`config.mk`:
```
export PLATFORM = sky130hd
export DESIGN_NAME = i2s_rx
export DESIGN_NICKNAME = d
export VERILOG_FILES = /design/src/rtl/i2s_rx_pkg.sv /design/src/rtl/i2s_rx_sync.sv /design/src/rtl/i2s_rx.sv
export SDC_FILE = /design/constraint.sdc
export NUM_CORES = 1
export LEC_CHECK = 0
export BUFFER_PORTS_ARGS = -buffer_cell sky130_fd_sc_hd__buf_2
export CORE_ASPECT_RATIO = 0.6
export CORE_MARGIN = 2
export CORE_UTILIZATION = 40
export CTS_BUF_LIST = sky130_fd_sc_hd__clkbuf_16
export CTS_CLUSTER_SIZE = 30
export DETAILED_ROUTE_END_ITERATION = 6
export GPL_TIMING_DRIVEN = 1
export PLACE_DENSITY_LB_ADDON = 0.05
export SETUP_SLACK_MARGIN = 0.02
export SYNTH_ARGS = -nofsm -noshare
export SYNTH_HDL_FRONTEND = slang
export SYNTH_HIERARCHICAL = 1
export SYNTH_SLANG_ARGS = --single-unit
```
`constraint.sdc`:
```
create_clock -name clk_clk -period 4.7 [get_ports clk_clk]
set_input_delay 0.705 -clock clk_clk [delete_from_list [all_inputs] [get_ports clk_clk]]
set_output_delay 0.705 -clock clk_clk [all_outputs]
set_load 0.01 [all_outputs]
```
`src/rtl/i2s_rx_pkg.sv`:
```
// Shared types and constants for the I2S receiver.
package i2s_rx_pkg;

  typedef enum logic [1:0] {
    StIdle,
    StShift,
    StWait
  } state_e;

  localparam logic ChLeft  = 1'b0;
  localparam logic ChRight = 1'b1;

  // Legal range of captured bits per slot.
  localparam int unsigned DataWMin = 8;
  localparam int unsigned DataWMax = 32;

  function automatic bit data_w_ok(int unsigned w);
    return (w >= DataWMin) && (w <= DataWMax);
  endfunction

  // Bit indices of the synchronized input bundle.
  localparam int unsigned IdxBclk  = 0;
  localparam int unsigned IdxLrclk = 1;
  localparam int unsigned IdxSdata = 2;

endpackage

```
`src/rtl/i2s_rx_sync.sv`:
```
// Two-flop synchronizer for BCLK/LRCLK/SDATA plus a BCLK rising-edge pulse.
module i2s_rx_sync
  import i2s_rx_pkg::*;
(
  input  logic       clk_i,
  input  logic       rst_ni,
  input  logic [2:0] async_i,
  output logic [2:0] sync_o,
  output logic       bclk_rise_o
);

  logic [2:0] meta_q, sync_q;
  logic       bclk_prev_q;

  // Synchronizer chain and previous synced BCLK for edge detection.
  always_ff @(posedge clk_i) begin
    if (!rst_ni) begin
      meta_q      <= '0;
      sync_q      <= '0;
      bclk_prev_q <= 1'b0;
    end else begin
      meta_q      <= async_i;
      sync_q      <= meta_q;
      bclk_prev_q <= sync_q[IdxBclk];
    end
  end

  assign sync_o      = sync_q;
  assign bclk_rise_o = sync_q[IdxBclk] & ~bclk_prev_q;

endmodule

```
`src/rtl/i2s_rx.sv`:
```
// I2S capture: deserializes left/right slots and presents stereo pairs on valid/ready.
module i2s_rx
  import i2s_rx_pkg::*;
#(
  parameter int unsigned DATA_W = 24
) (
  input  logic              clk_clk,
  input  logic              reset_reset_n,
  input  logic              enable,
  input  logic              i2s_bclk,
  input  logic              i2s_lrclk,
  input  logic              i2s_sdata,
  output logic [DATA_W-1:0] out_left,
  output logic [DATA_W-1:0] out_right,
  output logic              out_valid,
  input  logic              out_ready,
  output logic              overflow,
  output logic              frame_err,
  input  logic              status_clr
);

  if (!data_w_ok(DATA_W)) begin : g_bad_data_w
    $error("i2s_rx: DATA_W out of range");
  end

  localparam int unsigned CntW = $clog2(DATA_W + 1);

  logic [2:0] sync;
  logic       bclk_rise;
  logic       lr_s, sd_s;

  i2s_rx_sync u_sync (
    .clk_i       (clk_clk),
    .rst_ni      (reset_reset_n),
    .async_i     ({i2s_sdata, i2s_lrclk, i2s_bclk}),
    .sync_o      (sync),
    .bclk_rise_o (bclk_rise)
  );

  assign lr_s = sync[IdxLrclk];
  assign sd_s = sync[IdxSdata];

  state_e            state_q, state_d;
  logic [CntW-1:0]   bit_cnt_q, bit_cnt_d;
  logic [DATA_W-1:0] shreg_q, shreg_d;
  logic [DATA_W-1:0] hold_l_q, hold_l_d;
  logic [DATA_W-1:0] out_left_q, out_left_d;
  logic [DATA_W-1:0] out_right_q, out_right_d;
  logic              channel_q, channel_d;
  logic              lr_prev_q, lr_prev_d;
  logic              left_ok_q, left_ok_d;
  logic              out_valid_q, out_valid_d;
  logic              overflow_q, overflow_d;
  logic              frame_err_q, frame_err_d;

  logic slot_start, commit, accept, short_slot;

  assign slot_start = bclk_rise & (lr_s != lr_prev_q);
  assign accept     = out_valid_q & out_ready;

  // Capture FSM, pairing, output register and sticky flags.
  always_comb begin
    state_d     = state_q;
    bit_cnt_d   = bit_cnt_q;
    shreg_d     = shreg_q;
    hold_l_d    = hold_l_q;
    out_left_d  = out_left_q;
    out_right_d = out_right_q;
    channel_d   = channel_q;
    lr_prev_d   = lr_prev_q;
    left_ok_d   = left_ok_q;
    out_valid_d = out_valid_q;
    overflow_d  = overflow_q;
    frame_err_d = frame_err_q;
    commit      = 1'b0;
    short_slot  = 1'b0;

    if (bclk_rise) lr_prev_d = lr_s;

    if (!enable) begin
      state_d   = StIdle;
      bit_cnt_d = '0;
      left_ok_d = 1'b0;
    end else begin
      unique case (state_q)
        StIdle: begin
          if (slot_start) begin
            state_d   = StShift;
            bit_cnt_d = '0;
            channel_d = lr_s;
          end
        end
        StShift: begin
          if (bit_cnt_q == CntW'(DATA_W)) begin
            state_d = StWait;
            if (channel_q == ChLeft) begin
              hold_l_d  = shreg_q;
              left_ok_d = 1'b1;
            end else begin
              commit    = left_ok_q;
              left_ok_d = 1'b0;
            end
          end else if (slot_start) begin
            // Slot ended early: drop the word and any pending left half.
            short_slot = 1'b1;
            left_ok_d  = 1'b0;
            bit_cnt_d  = '0;
            channel_d  = lr_s;
          end else if (bclk_rise) begin
            shreg_d   = {shreg_q[DATA_W-2:0], sd_s};
            bit_cnt_d = bit_cnt_q + CntW'(1);
          end
        end
        StWait: begin
          if (slot_start) begin
            state_d   = StShift;
            bit_cnt_d = '0;
            channel_d = lr_s;
          end
        end
        default: state_d = StIdle;
      endcase
    end

    if (status_clr) begin
      overflow_d  = 1'b0;
      frame_err_d = 1'b0;
    end
    if (short_slot) frame_err_d = 1'b1;

    if (commit && (!out_valid_q || accept)) begin
      out_left_d  = hold_l_q;
      out_right_d = shreg_q;
      out_valid_d = 1'b1;
    end else if (commit) begin
      overflow_d = 1'b1;
    end else if (accept) begin
      out_valid_d = 1'b0;
    end
  end

  // State registers with synchronous active-low reset.
  always_ff @(posedge clk_clk) begin
    if (!reset_reset_n) begin
      state_q     <= StIdle;
      bit_cnt_q   <= '0;
      shreg_q     <= '0;
      hold_l_q    <= '0;
      out_left_q  <= '0;
      out_right_q <= '0;
      channel_q   <= ChLeft;
      lr_prev_q   <= 1'b0;
      left_ok_q   <= 1'b0;
      out_valid_q <= 1'b0;
      overflow_q  <= 1'b0;
      frame_err_q <= 1'b0;
    end else begin
      state_q     <= state_d;
      bit_cnt_q   <= bit_cnt_d;
      shreg_q     <= shreg_d;
      hold_l_q    <= hold_l_d;
      out_left_q  <= out_left_d;
      out_right_q <= out_right_d;
      channel_q   <= channel_d;
      lr_prev_q   <= lr_prev_d;
      left_ok_q   <= left_ok_d;
      out_valid_q <= out_valid_d;
      overflow_q  <= overflow_d;
      frame_err_q <= frame_err_d;
    end
  end

  assign out_left  = out_left_q;
  assign out_right = out_right_q;
  assign out_valid = out_valid_q;
  assign overflow  = overflow_q;
  assign frame_err = frame_err_q;

endmodule

```
Yosys cells after proc, flatten, opt, wreduce, memory -nomap -nowiden
Index checks and enable logic that the tools add are counted.
{ "word_totals": {"n_memories": 0, "reg_bits": 116, "wordCells": 79, "mem_bits_rw": 0, "romBits": 0, "latch_bits": 0, "output_inout_bits": 51} }
{ "classes": {"add_sub_neg": 1, "muxes": 30, "div_mod_pow": 0, "mul": 0, "bitwise": 7, "eq_ne": 9, "reduce_logical": 17, "order_cmp": 0, "shift": 0} }
{ "op_table": {"columns": ["op", "n"], "rows": [
  ["two-way mux 1 bit", 21],
  ["two-way mux 5 bit", 4],
  ["case mux 5 bit (2 select lines)", 1],
  ["AND reduction 2 bit", 4],
  ["AND reduction 4 bit", 2],
  ["nonzero test 2 bit", 4],
  ["adder 5 x 1 -> 5 bit (second input constant)", 1],
  ["== test 5 bit (second input constant)", 1],
  ["AND reduction 5 bit", 1],
  ["two-way mux 2 bit", 2],
  ["!= test 2 x 1 -> 1 bit (second input constant)", 2],
  ["!= test 2 bit (second input constant)", 2],
  ["inverter 1 bit", 4],
  ["case mux 2 bit (2 select lines)", 1],
  ["bitwise AND 1 bit", 3],
  ["!= test 3 bit (second input constant)", 1],
  ["AND reduction 3 bit", 1],
  ["== test 2 x 1 -> 1 bit (second input constant)", 1],
  ["== test 2 bit (second input constant)", 1],
  ["zero test 2 bit", 1],
  ["case mux 1 bit (2 select lines)", 1],
  ["OR reduction 2 bit", 1],
  ["logical AND 1 bit", 1],
  ["zero test 1 bit", 1],
  ["other kinds (2)", 2]
]} }

Longest topological paths before layout
{ "depth": {"depth_word": 8, "mapped_depth": 9, "ltp_nobuf": 6} }

By module
The synthesis kept the hierarchy.
{ "modules_own_cells": {"columns": ["mod", "instances", "area_each_um2", "cells_per_inst"], "rows": [
  ["i2s_rx", 1, 4073.9, 480],
  ["i2s_rx_sync", 1, 190.2, 15]
]} }

Worst setup path after synthesis
Ideal clock, no wire load.
{ "synth_path": {"kind": "input-to-reg", "startpoint": "input reset_reset_n", "endpoint": "register bit_cnt_q[2]", "setup_slack_ns": 2.825, "arrival_ns": 1.816, "stages": 5, "t_required_ns": 4.642, "setup_time_ns": 0.058, "path_cell_list": "clkbuf_1 nand2_1 or4_4 nor3b_1 a41o_2"} }
{ "synth_between": {"elab_chain_len": 1} }
{ "synth_lines": {"columns": ["element", "line", "rtl"], "rows": [
  ["start, declared", "i2s_rx.sv:8", "input logic reset_reset_n,"],
  ["AND reduction 2 bit (no line)", null, null],
  ["end signal, assigned", "i2s_rx.sv:159", "bit_cnt_q <= bit_cnt_d;"],
  ["end, declared", "i2s_rx.sv:44", "logic [CntW-1:0] bit_cnt_q, bit_cnt_d;"]
]} }
Every way passes these cells.
A chain may end at the register's enable or synchronous reset.

Worst setup path after layout
{ "layout_path": {"startpoint": "register u_sync.sync_q[0], in the netlist u_sync/sync_o[0]", "endpoint": "register shreg_q[16]"} }
{ "layout_between": {"elab_chain_len": 4} }
{ "layout_lines": {"columns": ["element", "line", "rtl"], "rows": [
  ["start, declared", "i2s_rx_sync.sv:12", "logic [2:0] meta_q, sync_q;"],
  ["start signal, assigned", "i2s_rx_sync.sv:23", "sync_q <= meta_q;"],
  ["bitwise AND 1 bit (*)", "i2s_rx_sync.sv:29", "assign bclk_rise_o = sync_q[IdxBclk] & ~bclk_prev_q;"],
  ["net bclk_rise", "i2s_rx.sv:29", "logic bclk_rise;"],
  ["bitwise AND 1 bit", "i2s_rx.sv:58", "assign slot_start = bclk_rise & (lr_s != lr_prev_q);"],
  ["inverter 1 bit (no line)", null, null],
  ["AND reduction 5 bit (no line) (*)", null, null],
  ["end signal, assigned", "i2s_rx.sv:160", "shreg_q <= shreg_d;"],
  ["end, declared", "i2s_rx.sv:45", "logic [DATA_W-1:0] shreg_q, shreg_d;"]
]} }
Mark *: on every way through the listed nets, which the timed path passes. The rest lies on a longest branch.

==> out/results.tsv <==
stage	metric	value	unit
critical_path	crit path kind	reg2reg	
pwr	Tot Pwr	2.192	mW
global_routing	global-route usage over all layers	17.92	%
placement	PortBufs	58	
synthesis	mapped cell area	0.004264	mm^2
layout	Syn-to-layout area delta	20.31	%
detailed_routing	via/cell ratio	4.946	
sta	hold slack	427.0	ps
synthesis	sequential share of the synthesized area	54.46	%
placement	post-place setup slack	2122	ps
sta	Clock Skew	11.73	ps
die	core footprint	0.01049	mm^2
clocking	CTS sink cnt	116	
die	die width	137.3	um
layout	design area	0.005130	mm^2
sta	Setup-failing EPs final	0	
synthesis	Top FF cell, synth	dfxtp_1	
layout	Finished Layout Cells	689	
placement	Cells after DPL	658	
synthesis	Syn Nets	505	
detailed_routing	post-route ant nets	0	
layout	most frequent cells in the layout	dfxtp_1 (116), nand2_1 (102), nand3_1 (77)	
synthesis	Yosys cell types	41	
pwr	Leak	1.952	nW
global_routing	global-route wire length before repair	15930	um
placement	Post-DP Area	0.004597	mm^2
detailed_routing	initial drt markers	249	
clocking	clock-pin slew on the worst setup and hold paths	50	ps
clocking	post-CTS setup buffer count	0	
critical_path	critical path arrival	2610	ps
synthesis	Post-synth EDFFs	0	
clocking	clk buf depth	2	
clocking	CTS resizes	0	
layout	share of cells above drive strength 1	16.36	%
layout	diode count	0	
global_routing	Overflow after GRT	0	
clocking	Worst-Skew Late Latency	410	ps
sta	RSZ-0062 raised after global routing	false	
sta	Slew Limit Fails	0	
critical_path	R2R depth	6	
critical_path	Critical Path Max Stage Delay	620	ps
min_path	WHS Path Cells	1	
pwr	maximum VDD drop	0.2735	mV
detailed_routing	1st-pass router iterations	4	
detailed_routing	Vias	3408	
detailed_routing	Routed WL per cell	13.89	um
sta	Hold Fails Final Rpt	0	
die	Die Y	83.98	um
pwr	PwrDens	427.3	mW/mm^2
detailed_routing	drt drc	0	
synthesis	asr flop ratio synth	0	%
flow_run	max cap viols	0	
layout	most common cell after layout, fill and taps aside	dfxtp_1	
clocking	Root Buffer	clkbuf_16	
layout	Nets	548	
die	initial core utilization	40.66	%
sta	Slew headroom	40.43	%
global_routing	vias in the first global route	3122	
critical_path	crit path max-delay cell type	nor2b_1	
min_path	worst hold-check path type	reg2reg	
critical_path	Max FO, Critical Path	48	
detailed_routing	WL final	9567	um
global_routing	largest net degree at the start of global routing	97	
clocking	CTS Hold Bufs	0	
critical_path	CP required	5020	ps
critical_path	worst-path cell chain	nor2b_1 > nand3b_2 > a2111oi_4 > buf_4 > nand3_1 > o21ai_0	
clocking	H-tree Lvls	4	
die	I/O pin count	59	
layout	Fillers	1056	
layout	Util after Layout	48.92	%
sta	fin crit period	2283	ps
sta	setup TNS	0	ps
clocking	CTS tree	built	
synthesis	YS warnings	6	
global_routing	initial antenna violation count	0	
critical_path	Critical Path End Type	flip-flop	
sta	Worst Tran Pin Value	893.5	ps
sta	Final WS setup	2417	ps
synthesis	Synth Register Bits	116	
die	Row Count	29	
critical_path	Critical Path Start Type	flip-flop	
clocking	Num CTS Buffers	17	
run_status	status	finished, final reports clean	
placement	hpwl dp	6040	um
sta	Final period util	48.58	%
synthesis	Post-Synthesis Mean Instance Area	8.614	um^2
synthesis	Syn Inst Count	495	
placement	Final Wtd Congestion	0.7676	
die	die area	0.01153	mm^2
sta	f_max	0.4379	GHz
==> metal layers <==
| layer | global-route usage [%] | vias to the layer above | routed length, um |
|---|---|---|---|
| met1 | 27.39 | 1554 | 5402 |
| met4 | 5.904 | 0 | 94 |
| met5 | 0 | - | 0 |
| li1 | - | 1783 | - |
| met2 | 23.02 | 63 | 3598 |
| met3 | 6.072 | 8 | 471 |
==> power breakdown <==
part	switching (mW)	internal [mW]	leakage, nW
Sequential	0.00103	0.988	0.935
Combinational	0.0259	0.00907	0.733
Clock	0.416	0.753	0.284
==> worst max-delay path: cells and delay by family (launching register included) <==
kind	cells	cell delay (ps)
buffers and inverters	1	430
AO/OA/AOI/OAI	2	470
flip-flops	1	310
AND/OR/NAND/NOR	3	980
==> worst paths after layout <==
kind,from,end,slack (ps)
min reg2reg,u_sync/meta_q[0],u_sync/sync_o[0],430
min,u_sync/meta_q[0],u_sync/sync_o[0],430
max,u_sync/sync_o[0],shreg_q[16],2420
max reg2reg,u_sync/sync_o[0],shreg_q[16],2420
==> synth_stat cells (2+ instances only) <==
| cell type | count | area, um^2 |
|---|---|---|
| inv_1 | 5 | 18.77 |
| nand2_1 | 102 | 382.9 |
| clkbuf_1 | 24 | 90.09 |
| a21boi_1 | 8 | 60.06 |
| ha_1 | 2 | 25.02 |
| nor2b_1 | 4 | 25.02 |
| a21boi_0 | 17 | 127.6 |
| a21oi_1 | 3 | 15.01 |
| mux2i_1 | 2 | 20.02 |
| nor2_1 | 8 | 30.03 |
| a211o_1 | 2 | 17.52 |
| o21ai_0 | 75 | 375.4 |
| nand3_1 | 77 | 385.4 |
| buf_4 | 3 | 22.52 |
| nor3_1 | 2 | 10.01 |
| buf_2 | 9 | 45.04 |
| and2_1 | 10 | 62.56 |
| dfxtp_1 | 116 | 2322 |
| nand2b_1 | 3 | 18.77 |
| and3_1 | 2 | 12.51 |
==> state kept, by name, indices dropped and copies added (netlist names), 2 cells and up <==
name and flops:
shreg_q 24, out_left 24, out_right 24, state_q 2, u_sync/meta_q 3, hold_l_q 24
bit_cnt_q 5, u_sync/sync_o 3
==> cell type report <==
| cell class | count | area (um^2) | share of cell area (%) |
|---|---|---|---|
| Clock buffer | 17 | 425.4 | 8.293 |
| Clock inverter | 14 | 107.6 | 2.098 |
| Inverter | 5 | 18.77 | 0.3659 |
| Multi-Input combinational cell | 336 | 1759 | 34.29 |
| Sequential cell | 116 | 2322 | 45.27 |
| Tap cell | 139 | 173.9 | 3.390 |
| Timing Repair Buffer | 62 | 322.8 | 6.293 |
==> cell families (layout without fill, tap and decap cells) <==
logic type,count (synthesis),after routing,share of synthesized area [%]
xor gates and xnor gates,1,1,0.2054
muxes,2,2,0.4695
buffers and inverters,43,98,4.489
DFF,116,116,54.46
and+or+nand+nor,218,218,23.80
AOI/OAI and AO/OA,113,113,15.99
adders and majority gates,2,2,0.5868
Note: power is estimated with default switching activity, not from simulation.
